$ cat src/rtl/rect_pkg.sv
// Shared types for the rectangle position controller.
//   XW / CW    : coordinate and colour widths
//   state_t    : controller FSM states
//   rect_cfg   : {x, y, color} bundle, used for shadow and active registers
//   clamp_coord: saturate a coordinate at an upper limit
package rect_pkg;

    localparam int XW = 11;
    localparam int CW = 12;

    typedef enum logic {
        IDLE = 1'b0,
        PEND = 1'b1
    } state_t;

    typedef struct packed {
        logic [XW-1:0] x;
        logic [XW-1:0] y;
        logic [CW-1:0] color;
    } rect_cfg;

    function automatic logic [XW-1:0] clamp_coord(input logic [XW-1:0] v,
                                                  input logic [XW-1:0] lim);
        return (v > lim) ? lim : v;
    endfunction

endpackage

$ cat src/rtl/rect_pos_ctl_rr_arb.sv
// Combinational round-robin arbiter.
//   req     : request vector
//   mask    : requesters excluded this cycle
//   ptr     : highest-priority index
//   gnt     : one-hot grant (zero if nothing eligible)
//   gnt_idx : index of the granted requester (0 when no grant)
module rr_arb #(
    parameter int N_REQ = 2,
    parameter int PW    = (N_REQ > 1) ? $clog2(N_REQ) : 1
) (
    input  logic [N_REQ-1:0] req,
    input  logic [N_REQ-1:0] mask,
    input  logic [PW-1:0]    ptr,
    output logic [N_REQ-1:0] gnt,
    output logic [PW-1:0]    gnt_idx
);

    logic [N_REQ-1:0] elig;
    logic             found;

    assign elig = req & ~mask;

    // Two passes give the wrap-around search: first indices at or above
    // the pointer, then the ones below it.
    always_comb begin
        gnt     = '0;
        gnt_idx = '0;
        found   = 1'b0;
        for (int i = 0; i < N_REQ; i++) begin
            if (!found && elig[i] && (PW'(i) >= ptr)) begin
                found   = 1'b1;
                gnt[i]  = 1'b1;
                gnt_idx = PW'(i);
            end
        end
        for (int i = 0; i < N_REQ; i++) begin
            if (!found && elig[i] && (PW'(i) < ptr)) begin
                found   = 1'b1;
                gnt[i]  = 1'b1;
                gnt_idx = PW'(i);
            end
        end
    end

endmodule

$ cat src/rtl/rect_pos_ctl.sv
// Frame-synchronous position/colour controller for the rectangle overlay.
// Requesters are arbitrated round-robin into a shadow register; the shadow
// is committed to the active outputs on the rising edge of vertical blank.
//   clk, rst_n          : pixel clock, async active-low reset
//   vblnk_in            : vertical blank from the timing chain
//   req/req_x/req_y/req_color : packed per-requester update requests
//   ack                 : one-cycle accept pulse per requester
//   x_pos/y_pos/color   : active rectangle to the overlay stage
//   pending             : shadow holds an uncommitted update
//   frame_tick          : one-cycle pulse on each commit
//
// state | meaning
// ------+-------------------------------------------
// IDLE  | shadow empty, nothing to commit
// PEND  | shadow valid, committed at next vblank rise
module rect_pos_ctl
    import rect_pkg::*;
#(
    parameter int          N_REQ      = 2,
    parameter int          MAX_X      = 800,
    parameter int          MAX_Y      = 600,
    parameter int          WIDTH      = 64,
    parameter int          HEIGHT     = 64,
    parameter int          INIT_X     = 0,
    parameter int          INIT_Y     = 0,
    parameter logic [11:0] INIT_COLOR = 12'hf_0_0
) (
    input  logic                clk,
    input  logic                rst_n,
    input  logic                vblnk_in,
    input  logic [N_REQ-1:0]    req,
    input  logic [11*N_REQ-1:0] req_x,
    input  logic [11*N_REQ-1:0] req_y,
    input  logic [12*N_REQ-1:0] req_color,
    output logic [N_REQ-1:0]    ack,
    output logic [10:0]         x_pos,
    output logic [10:0]         y_pos,
    output logic [11:0]         color,
    output logic                pending,
    output logic                frame_tick
);

    localparam int PW = (N_REQ > 1) ? $clog2(N_REQ) : 1;
    localparam logic [XW-1:0] X_LIM = XW'(MAX_X - WIDTH);
    localparam logic [XW-1:0] Y_LIM = XW'(MAX_Y - HEIGHT);
    localparam rect_cfg INIT_CFG = '{x: XW'(INIT_X), y: XW'(INIT_Y), color: INIT_COLOR};

    state_t           state;
    rect_cfg          shadow;
    rect_cfg          active;
    rect_cfg          sel;
    logic [PW-1:0]    ptr;
    logic             vblnk_d;
    logic [N_REQ-1:0] gnt;
    logic [PW-1:0]    gnt_idx;
    logic             any_gnt;
    logic             commit;

    // Previous grantee is masked so a req still high during its ack cycle
    // is not accepted twice.
    rr_arb #(.N_REQ(N_REQ), .PW(PW)) u_arb (
        .req     (req),
        .mask    (ack),
        .ptr     (ptr),
        .gnt     (gnt),
        .gnt_idx (gnt_idx)
    );

    assign any_gnt = |gnt;
    assign commit  = vblnk_in && !vblnk_d && (state == PEND);

    always_comb begin
        sel = '0;
        for (int i = 0; i < N_REQ; i++) begin
            if (gnt[i]) begin
                sel.x     = clamp_coord(req_x[i*XW +: XW], X_LIM);
                sel.y     = clamp_coord(req_y[i*XW +: XW], Y_LIM);
                sel.color = req_color[i*CW +: CW];
            end
        end
    end

    always_ff @(posedge clk or negedge rst_n) begin
        if (!rst_n) begin
            state      <= IDLE;
            shadow     <= '0;
            active     <= INIT_CFG;
            ptr        <= '0;
            vblnk_d    <= 1'b0;
            ack        <= '0;
            frame_tick <= 1'b0;
        end else begin
            vblnk_d    <= vblnk_in;
            ack        <= gnt;
            frame_tick <= commit;

            if (commit)
                active <= shadow;

            // A grant in the commit cycle refills the shadow after the old
            // contents have been taken, so the FSM stays in PEND.
            if (any_gnt) begin
                shadow <= sel;
                ptr    <= (gnt_idx == PW'(N_REQ - 1)) ? '0 : gnt_idx + PW'(1);
            end

            case (state)
                IDLE: if (any_gnt) state <= PEND;
                PEND: if (commit && !any_gnt) state <= IDLE;
                default: state <= IDLE;
            endcase
        end
    end

    assign pending = (state == PEND);
    assign x_pos   = active.x;
    assign y_pos   = active.y;
    assign color   = active.color;

endmodule

$ cat config.mk
export PLATFORM = sky130hd
export DESIGN_NAME = rect_pos_ctl
export DESIGN_NICKNAME = d
export VERILOG_FILES = /design/src/rtl/rect_pkg.sv /design/src/rtl/rect_pos_ctl_rr_arb.sv /design/src/rtl/rect_pos_ctl.sv
export SDC_FILE = /design/constraint.sdc
export NUM_CORES = 1
export LEC_CHECK = 0
export CORE_MARGIN = 2
export CORE_UTILIZATION = 48
export CTS_CLUSTER_DIAMETER = 200
export CTS_CLUSTER_SIZE = 25
export DETAILED_ROUTE_END_ITERATION = 6
export PLACE_DENSITY = 0.89
export SYNTH_ARGS = -nofsm -noshare
export SYNTH_HDL_FRONTEND = slang
export SYNTH_HIERARCHICAL = 1
export SYNTH_SLANG_ARGS = --single-unit
export TNS_END_PERCENT = 5
$ cat constraint.sdc
create_clock -name clk -period 2.9 [get_ports clk]
set_clock_uncertainty 0.05 [all_clocks]
set_input_delay 0.725 -clock clk [delete_from_list [all_inputs] [get_ports clk]]
set_output_delay 0.725 -clock clk [all_outputs]
set_load 0.02 [all_outputs]
==> flow_metrics.tcl, run 1 <==
set metrics [dict create \
    internal-power_mw 2.15 \
    fp-row-count 29 \
    synth_edf_count 0 \
    seq_area_frac_synth_pct 60.1 \
    cts_resized 0 \
    io_buffers 110 \
    cts_made_buffers 9 \
    insertion_delay_ns 0.35 \
    dp_cells 497 \
    route.detailed.drc 0 \
    final_area_mm2 0.00445 \
    arrival_ns 2.46 \
    cp-start-kind "input pin" \
    post_drt_wl_per_cell_um 15.0 \
    synth-simple-area-share_pct 21.7 \
    gp_congestion 0.889 \
    synthAdderAreaFrac_pct 0 \
    clk_pin_slew_ns 0.08 \
    grt_overflow_total 0 \
    diodes 0 \
    synthArstFlopShare_pct 100 \
    yosysMostFrequentCell "nand2_1" \
    fin_nets 504 \
    synth_top_area_share_pct 56.7 \
    fmax_mhz 439 \
    post-cts-setup-buffers 0 \
    synthesis.area_mm2 0.00309 \
    synth.area.top_cells "dfrtp_1 57%, nand2_1 15%, mux2i_1 3.9%" \
    fillers 476 \
    ant_nets 0 \
    antenna_found_initial 0 \
    synth_xor_area_share_pct 0 \
    report.power.total_mw 3.18 \
    path_cells "clkdlybuf4s50_1, nor2b_4, o21a_1, buf_4, nor2_1, and3_1, a222oi_1, inv_1" \
    yosys-mux-area-fraction_pct 3.89 \
    synth_commonest_cells "123 x nand2_1, 70 x dfrtp_1, 18 x o21ai_0, 13 x nor2_1, 12 x mux2i_1" \
    final_util_pct 70.8 \
    hold_viol_final 0 \
    drv_slew 0 \
    holdBufCountCts 0 \
    switching_share_pct 32.3 \
    crit_slowest_cell "clkdlybuf4s50_1" \
    core_area_mm2 0.00628 \
    holdWs_ns 0.421 \
    drt-initial-drc-count 163 \
    cap_violations 0 \
    clock_sinks 74 \
    finalCriticalPeriod_ns 2.28 \
    netSwitchingPower_mw 1.03 \
    pwr-share-clk_pct 22.5 \
    clockBufferDepth 2 \
    ir_drop_uv 479 \
    hold_class "reg -> reg" \
    start_util_pct 49.2 \
    pre_cts_ws_ns 0.267 \
    slew_headroom_pct 40.7 \
    cts_max_level 3 \
    fin_cells 513 \
    die_h_um 84.2 \
    finalWirelength_mm 7.67 \
    status "finished clean" \
    dieArea_mm2 0.00710 \
    ys_types 37 \
    pwr-share-comb_pct 31.8 \
    worst_slew_pin_slew_ns 0.889 \
    yosys.area.top_type "dfrtp_1" \
    p_per_area_mw_per_mm2 714 \
    synthesis.nets 390 \
    area_delta_synth_final_pct 43.8 \
    drt_pass1_iterations 5 \
    synth_warnings 6 \
    cp_data_required_time_ns 3.09 \
    critical_path_class "in -> reg" \
    first_global_vias 2725 \
    vias 2693 \
    die_w_um 84.2 \
    fin_ws_ns 0.622 \
    synth_top_family_by_area "simple AND/OR/NAND/NOR gates" \
    cts_root_buf "clkbuf_8" \
    grt_pass1_wl_mm 12.8 \
    fin_crit_sh_pct 78.5 \
    tritoncts "yes" \
    via_per_inst 5.25 \
    grt_use_total_pct 23.2 \
    synthCells 317 \
    max_stage_delay_ns 0.45 \
    rrSetupSlack_ns 1.04 \
    p_leak_nw 2.11 \
    synthFlopType "dfrtp_1" \
    synth_compound_area_share_pct 10.9 \
    dp_hpwl_mm 5.66 \
    synth.avg_cell_area_um2 9.75 \
    io_pins 111 \
    grt_max_degree 75 \
    setup_tns_ns 0 \
    synth_seq_cells 74 \
    placed_area_mm2 0.00427 \
    drive_gt1_share_pct 6.88 \
    cp_max_fo 8 \
    endpoint_kind "flop" \
    setup_viol 0 \
    rsz0062_at_grt "false" \
    p_seq_share_pct 45.7 \
]
## registers in the layout, indices dropped and copies added (netlist names)
register and count:
shadow 34, color 12, x_pos 11, y_pos 11, ack 2, frame_tick 1, pending 1, ptr 1
vblnk_d 1
## area by class of cell
| class | instances | area (um^2) | area share, % |
|---|---|---|---|
| Clock buffer | 13 | 159 | 3.57 |
| Tap cell | 77 | 96.3 | 2.17 |
| Clock inverter | 3 | 15.0 | 0.338 |
| Multi-Input combinational cell | 219 | 1130 | 25.4 |
| Sequential cell | 74 | 1860 | 41.8 |
| Inverter | 10 | 37.5 | 0.844 |
| Timing Repair Buffer | 117 | 1150 | 25.9 |
## metal layers
metal  wire [um]  global-route usage (%)  vias up  part of all wire (%)
met5           0                       0        -                     0
li1            -                       -     1280                     -
met1        3010                    26.9     1317                    39
met3         426                    5.80       13                   5.6
met2        4110                    41.6       83                    54
met4         126                    8.21        0                   1.6
## power groups by stage
stage / registers (mW) / clock network [mW] / logic, mW
final: 1.45 / 0.714 / 1.01
after global routing: 1.48 / 0.774 / 1.11
after CTS: 1.45 / 0.725 / 1.02
after detailed placement: 1.47 / 0 / 1.02
after global placement: 1.46 / 0 / 0.990
after floorplan: 1.61 / 0 / 0.340
## placed cells by master (no fill, tap or decap), drive strengths merged, types with 2 or more instances in the layout
| cell | synthesis | layout |
|---|---|---|
| and2 | 6 | 6 |
| a22o | 3 | 3 |
| buf | 7 | 8 |
| o21a | 2 | 2 |
| inv | 9 | 9 |
| nor2 | 13 | 13 |
| mux2i | 12 | 12 |
| dfrtp | 70 | 70 |
| nand2b | 3 | 3 |
| nand3b | 2 | 2 |
| clkdlybuf4s50 | 0 | 109 |
| a21oi | 5 | 5 |
| clkbuf | 7 | 13 |
| a221o | 6 | 6 |
| o21ai | 18 | 18 |
| and3 | 2 | 2 |
| clkinv | 1 | 4 |
| nand2 | 123 | 123 |
| dfstp | 4 | 4 |
| a21o | 3 | 3 |
| o22ai | 4 | 4 |
| a222oi | 4 | 4 |
## worst max-delay path: cells and delay by family
kind / cells / cell delay (ns)
AOI/OAI and AO/OA: 2 / 0.58
buffers and inverters: 3 / 0.71
and+or+nand+nor: 3 / 0.44
## cell families after synthesis
family                 after synthesis
buffers and inverters               24
multiplexers                        12
AO/OA/AOI/OAI                       49
AND/OR/NAND/NOR                    158
flip-flops                          74
## path summary, 6_finish.rpt
path / from / end / cells past startpoint
setup / recovery: req[1] / shadow[17] / 8
min in group asynchronous: rst_n / shadow[1] / 1
hold / removal: shadow[4] / color[4] / 2
max in group asynchronous: rst_n / y_pos[10] / 1
hold reg to reg: shadow[4] / color[4] / 2
setup reg to reg: ack[1] / shadow[17] / 7
Power figures use the tool's default switching activity.
==> run 2: changes to the inputs <==
- CORE_UTILIZATION: 48 -> 40
- PLACE_DENSITY: 0.89 -> 0.8
- clock period: 2.9 -> 1.9 ns (I/O delays scaled with it)
==> run 2 against run 1 <==
  * Combinational power increased by 56%
  * Routed wire length shrank 0.31%
  * Critical endpoint is now shadow[29]
  * Setup slack worse by 0.57 ns
  * Largest power group unchanged
  * Via count is 1.4% lower
  * Non-clock buffer count increased by 16
  * Hold slack got worse by 0.35 ns
  * Total power is 62% higher
  * Highest routed layer unchanged
==> flow_metrics.tcl, run 2 (synthesized netlist as in run 1, its figures left out) <==
set metrics [dict create \
    slew_headroom_pct 73.6 \
    max_stage_delay_ns 0.45 \
    post-cts-setup-buffers 0 \
    path_buf_inv 3 \
    die_h_um 91.9 \
    clockBufferDepth 2 \
    crit_path_end "shadow[29]" \
    io_buffers 110 \
    finalCriticalPeriod_ns 1.85 \
    grt_max_degree 75 \
    gp_congestion 0.890 \
    pre_cts_ws_ns -0.362 \
    start_util_pct 40.6 \
    area_delta_synth_final_pct 52.4 \
    worst_slew_pin_slew_ns 0.396 \
    dp_hpwl_mm 5.60 \
    core_area_mm2 0.00761 \
    ir_drop_uv 560 \
    fin_cells 554 \
    insertion_delay_ns 0.34 \
    r2r_start "ack[0]" \
    fin_crit_sh_pct 97.3 \
    clock_sinks 74 \
    route.detailed.drc 0 \
    antenna_found_initial 0 \
    fp-row-count 32 \
    dieArea_mm2 0.00845 \
    drt_pass1_iterations 4 \
    status "finished clean" \
    diodes 0 \
    path_cells "clkdlybuf4s50_1, nor2b_4, buf_4, a21oi_4, buf_4, or2_2, o22ai_1, a21oi_1" \
    rrSetupSlack_ns 0.15 \
    dp_cells 538 \
    final_area_mm2 0.00471 \
    critPathLaunch "req[1]" \
    grt_use_total_pct 19.4 \
    cp_data_required_time_ns 2.07 \
    fillers 639 \
    die_w_um 91.9 \
    first_global_vias 2750 \
    rsz0062_at_grt "false" \
    final_common_cell "nand2_1" \
    cp-start-kind "input pin" \
    post_drt_wl_per_cell_um 13.8 \
    cts_max_level 3 \
    arrival_ns 2.02 \
    clk_pin_slew_ns 0.08 \
    holdBufCountCts 0 \
    crit_cells 8 \
    drv_slew 0 \
    fin_ws_ns 0.0521 \
    setup_viol 0 \
    path_delay_family "buffers and inverters" \
    final_cell_mix "123 x nand2_1, 99 x clkdlybuf4s50_1, 70 x dfrtp_1" \
    fin_nets 520 \
    drive_gt1_share_pct 11.1 \
    grt_overflow_total 0 \
    grt_pass1_wl_mm 12.9 \
    tritoncts "yes" \
    placed_area_mm2 0.00446 \
    p_leak_nw 2.30 \
    holdWs_ns 0.0749 \
    cts_made_buffers 9 \
    cp_max_fo 4 \
    finalWirelength_mm 7.65 \
    rr_worst_depth 8 \
    hold_viol_final 0 \
    crit_slowest_cell "clkdlybuf4s50_1" \
    cap_violations 0 \
    drt-initial-drc-count 96 \
    fmax_mhz 541 \
    path_common_cell "buf_4" \
    ant_nets 0 \
    report.power.total_mw 5.15 \
    io_pins 111 \
    cts_root_buf "clkbuf_8" \
    critical_path_class "in -> reg" \
    largest_reg_flops 34 \
    r2r-end "shadow[17]" \
    regMostFlops "shadow" \
    via_per_inst 4.79 \
    endpoint_kind "flop" \
    hold_class "in -> async" \
    vias 2656 \
    p_per_area_mw_per_mm2 1090 \
]
==> run 2: cell type report <==
class	count	area, um^2	share of cell area (%)
sequential	74	1860	39.4
timing repair buffer	133	1320	27.9
multi-input combinational	219	1150	24.3
clock buffer	10	138	2.92
tap	102	128	2.71
clock inverter	6	90.1	1.91
inverter	10	37.5	0.797
==> run 2: what timing repair did <==
item	CTS	global route
pin swaps	0	1
cloned	0	0
gates resized for setup	5	8
endpoints found under the setup margin	7	23
==> run 2: stage by stage <==
step	TNS, ns	utilization (%)
5_1_grt	0	61.9
6_report	0	61.9
2_1_floorplan	0	-
4_1_cts	-0.00854	61.5
3_3_place_gp	-7.98	58.6
3_5_place_dp	-9.09	58.6
==> run 2: layer usage <==
metal	track usage [%]	share of wire (%)	vias to the layer above
li1	-	-	1310
met1	24.7	44	1253
met2	32.6	49	81
met3	4.35	4.7	12
met4	6.97	1.8	0
met5	0	0	-
==> run 2: worst min path at each step <==
stage,start,endpoint,slack [ns],cells past startpoint
after detailed placement,shadow[22],y_pos[10],0.39,2
after floorplan,rst_n,ack[0],0.13,0
after CTS,rst_n,x_pos[7],0.09,2
final,rst_n,x_pos[7],0.07,2
after global placement,shadow[22],y_pos[10],0.39,2
after global routing,rst_n,x_pos[7],0.11,2
==> run 2: where the power goes <==
part | switching (mW) | internal [mW]
Clock | 0.582 | 0.777
Sequential | 0.231 | 1.98
Combinational | 0.786 | 0.789
==> run 3: changes to the inputs <==
- CORE_UTILIZATION: 40 -> 60
- CTS_CLUSTER_DIAMETER: 200 -> 30
- DONT_BUFFER_PORTS: default -> 1
- clock period: 1.9 -> 2.3 ns (I/O delays scaled with it)
==> run 3 against run 2 <==
  * Largest cell class unchanged
  * Total power down 29%
  * Utilization rose by 5.7 points
  * Largest power group unchanged
  * Critical path type is now reg -> reg
  * Sequential power down 6%
==> flow_metrics.tcl, run 3 (synthesized netlist as in run 1, its figures left out) <==
set metrics [dict create \
    status "finished clean" \
    gp_congestion 0.870 \
    endpoint_kind "flop" \
    rsz0062_at_grt "false" \
    crit_path_end "shadow[27]" \
    cp-start-kind "flop" \
    max_stage_delay_ns 0.48 \
    pwr-share-comb_pct 15.5 \
    clock_sinks 74 \
    tritoncts "yes" \
    first_global_vias 2195 \
    fin_nets 398 \
    final_common_cell "nand2_1" \
    crit_slowest_cell "dfrtp_1" \
    cp_max_fo 22 \
    clockBufferDepth 2 \
    critical_path_class "reg -> reg" \
    rr_worst_depth 6 \
    fin_crit_sh_pct 85.2 \
    via_per_inst 5.62 \
    largest_reg_flops 34 \
    vias 2246 \
    final_area_mm2 0.00341 \
    start_util_pct 61.3 \
    area_delta_synth_final_pct 10.4 \
    hold_class "in -> async" \
    ir_drop_uv 609 \
    clk_pin_slew_ns 0.07 \
    cts_max_level 3 \
    final_cell_mix "123 x nand2_1, 70 x dfrtp_1, 18 x o21ai_0" \
    drt_pass1_iterations 5 \
    setup_tns_ns 0 \
    fp-row-count 26 \
    cts_made_buffers 9 \
    cap_violations 0 \
    grt_overflow_total 0 \
    io_pins 111 \
    netSwitchingPower_mw 1.20 \
    drt-initial-drc-count 139 \
    worst_slew_pin_slew_ns 0.526 \
    p_per_area_mw_per_mm2 1070 \
    final_util_pct 67.7 \
    cp_data_required_time_ns 2.52 \
    die_w_um 75.8 \
    pwr-share-clk_pct 27.4 \
    internal-power_mw 2.44 \
    post-cts-setup-buffers 0 \
    ant_nets 0 \
    die_h_um 75.8 \
    diodes 0 \
    r2r_start "ack[1]" \
    switching_share_pct 32.9 \
    insertion_delay_ns 0.33 \
    finalWirelength_mm 6.82 \
    dp_hpwl_mm 4.75 \
    regMostFlops "shadow" \
    dieArea_mm2 0.00574 \
    fmax_mhz 511 \
    rrSetupSlack_ns 0.34 \
    path_cells "nor2b_4, o21a_1, buf_4, nand3b_1, nor2_1, a221o_1" \
    grt_max_degree 71 \
    critPathLaunch "ack[1]" \
    hold_viol_final 0 \
    grt_use_total_pct 24.6 \
    drv_slew 0 \
    p_seq_share_pct 57.1 \
    slew_headroom_pct 64.6 \
    post_drt_wl_per_cell_um 17.1 \
    drive_gt1_share_pct 9.70 \
    p_leak_nw 1.72 \
    core_area_mm2 0.00504 \
    grt_pass1_wl_mm 10.3 \
    io_buffers 0 \
    arrival_ns 2.18 \
    r2r-end "shadow[27]" \
    setup_viol 0 \
    antenna_found_initial 0 \
    placed_area_mm2 0.00319 \
    route.detailed.drc 0 \
    finalCriticalPeriod_ns 1.96 \
    cts_root_buf "clkbuf_8" \
]
run 3: changes by cell type in the layout (fill, tap and decap cells not counted), moves of 2 or more:
cell,previous run,this run
buf_12,3,0
buf_4,21,10
clkbuf_1,0,3
clkdlybuf4s50_1,99,0
clkinv_4,2,0
dlygate4sd2_1,5,0
dlymetal6s2s_1,5,0
run 3: final cells by class:
cell class                 instances  area (um^2)
timing repair buffer              11          103
inverter                          10         37.5
sequential                        74         1860
clock inverter                     2         35.0
fill                             413         1630
clock buffer                      14          163
tap                               70         87.6
multi-input combinational        219         1130
run 3: worst min-delay path by stage:
stage                      to  slack [ns]  cells after the start
floorplan              ack[0]        0.23                      0
global placement     x_pos[8]        0.23                      0
detailed placement   x_pos[7]        0.23                      0
CTS                 color[11]        0.02                      0
global route        color[11]        0.01                      0
finish               color[9]        0.03                      0
run 3: worst max-delay path, delay by kind of cell, from the launching register on:
family / cells / cell delay [ns]
AO/OA/AOI/OAI: 2 / 0.44
flip-flops: 1 / 0.48
buffers and inverters: 1 / 0.26
AND/OR/NAND/NOR: 3 / 0.68
run 3: power groups by stage:
| stage | sequential, mW | clock (mW) | combinational (mW) |
|---|---|---|---|
| after detailed placement | 2.10 | 0 | 0.542 |
| after global routing | 2.12 | 1.07 | 0.657 |
| after CTS | 2.08 | 1.01 | 0.576 |
| final | 2.08 | 0.996 | 0.565 |
| after floorplan | 2.03 | 0 | 0.428 |
| after global placement | 2.09 | 0 | 0.515 |
run 3: per-layer routing:
layer	vias to the layer above	part of all wire [%]	global-route usage, %
met5	-	0	0
met4	0	2.2	12.3
met3	13	8.8	8.86
met2	87	49	39.6
met1	1078	39	29.1
li1	1068	-	-
run 3: stage by stage:
stage,total power [mW],hold WS [ns],std cells,setup slack (ns)
3_5_place_dp,2.64,0.231,383,0.271
3_3_place_gp,2.61,0.231,383,0.329
2_1_floorplan,2.46,0.229,317,0.443
6_report,3.64,0.0316,400,0.341
4_1_cts,3.67,0.0165,400,0.340
5_1_grt,3.85,0.0120,400,0.157
run 3: what timing repair did:
action / in CTS / in global routing
endpoints found under the hold margin: 70 / 0
resized for setup: 0 / 0
hold buffers: 1 / 0
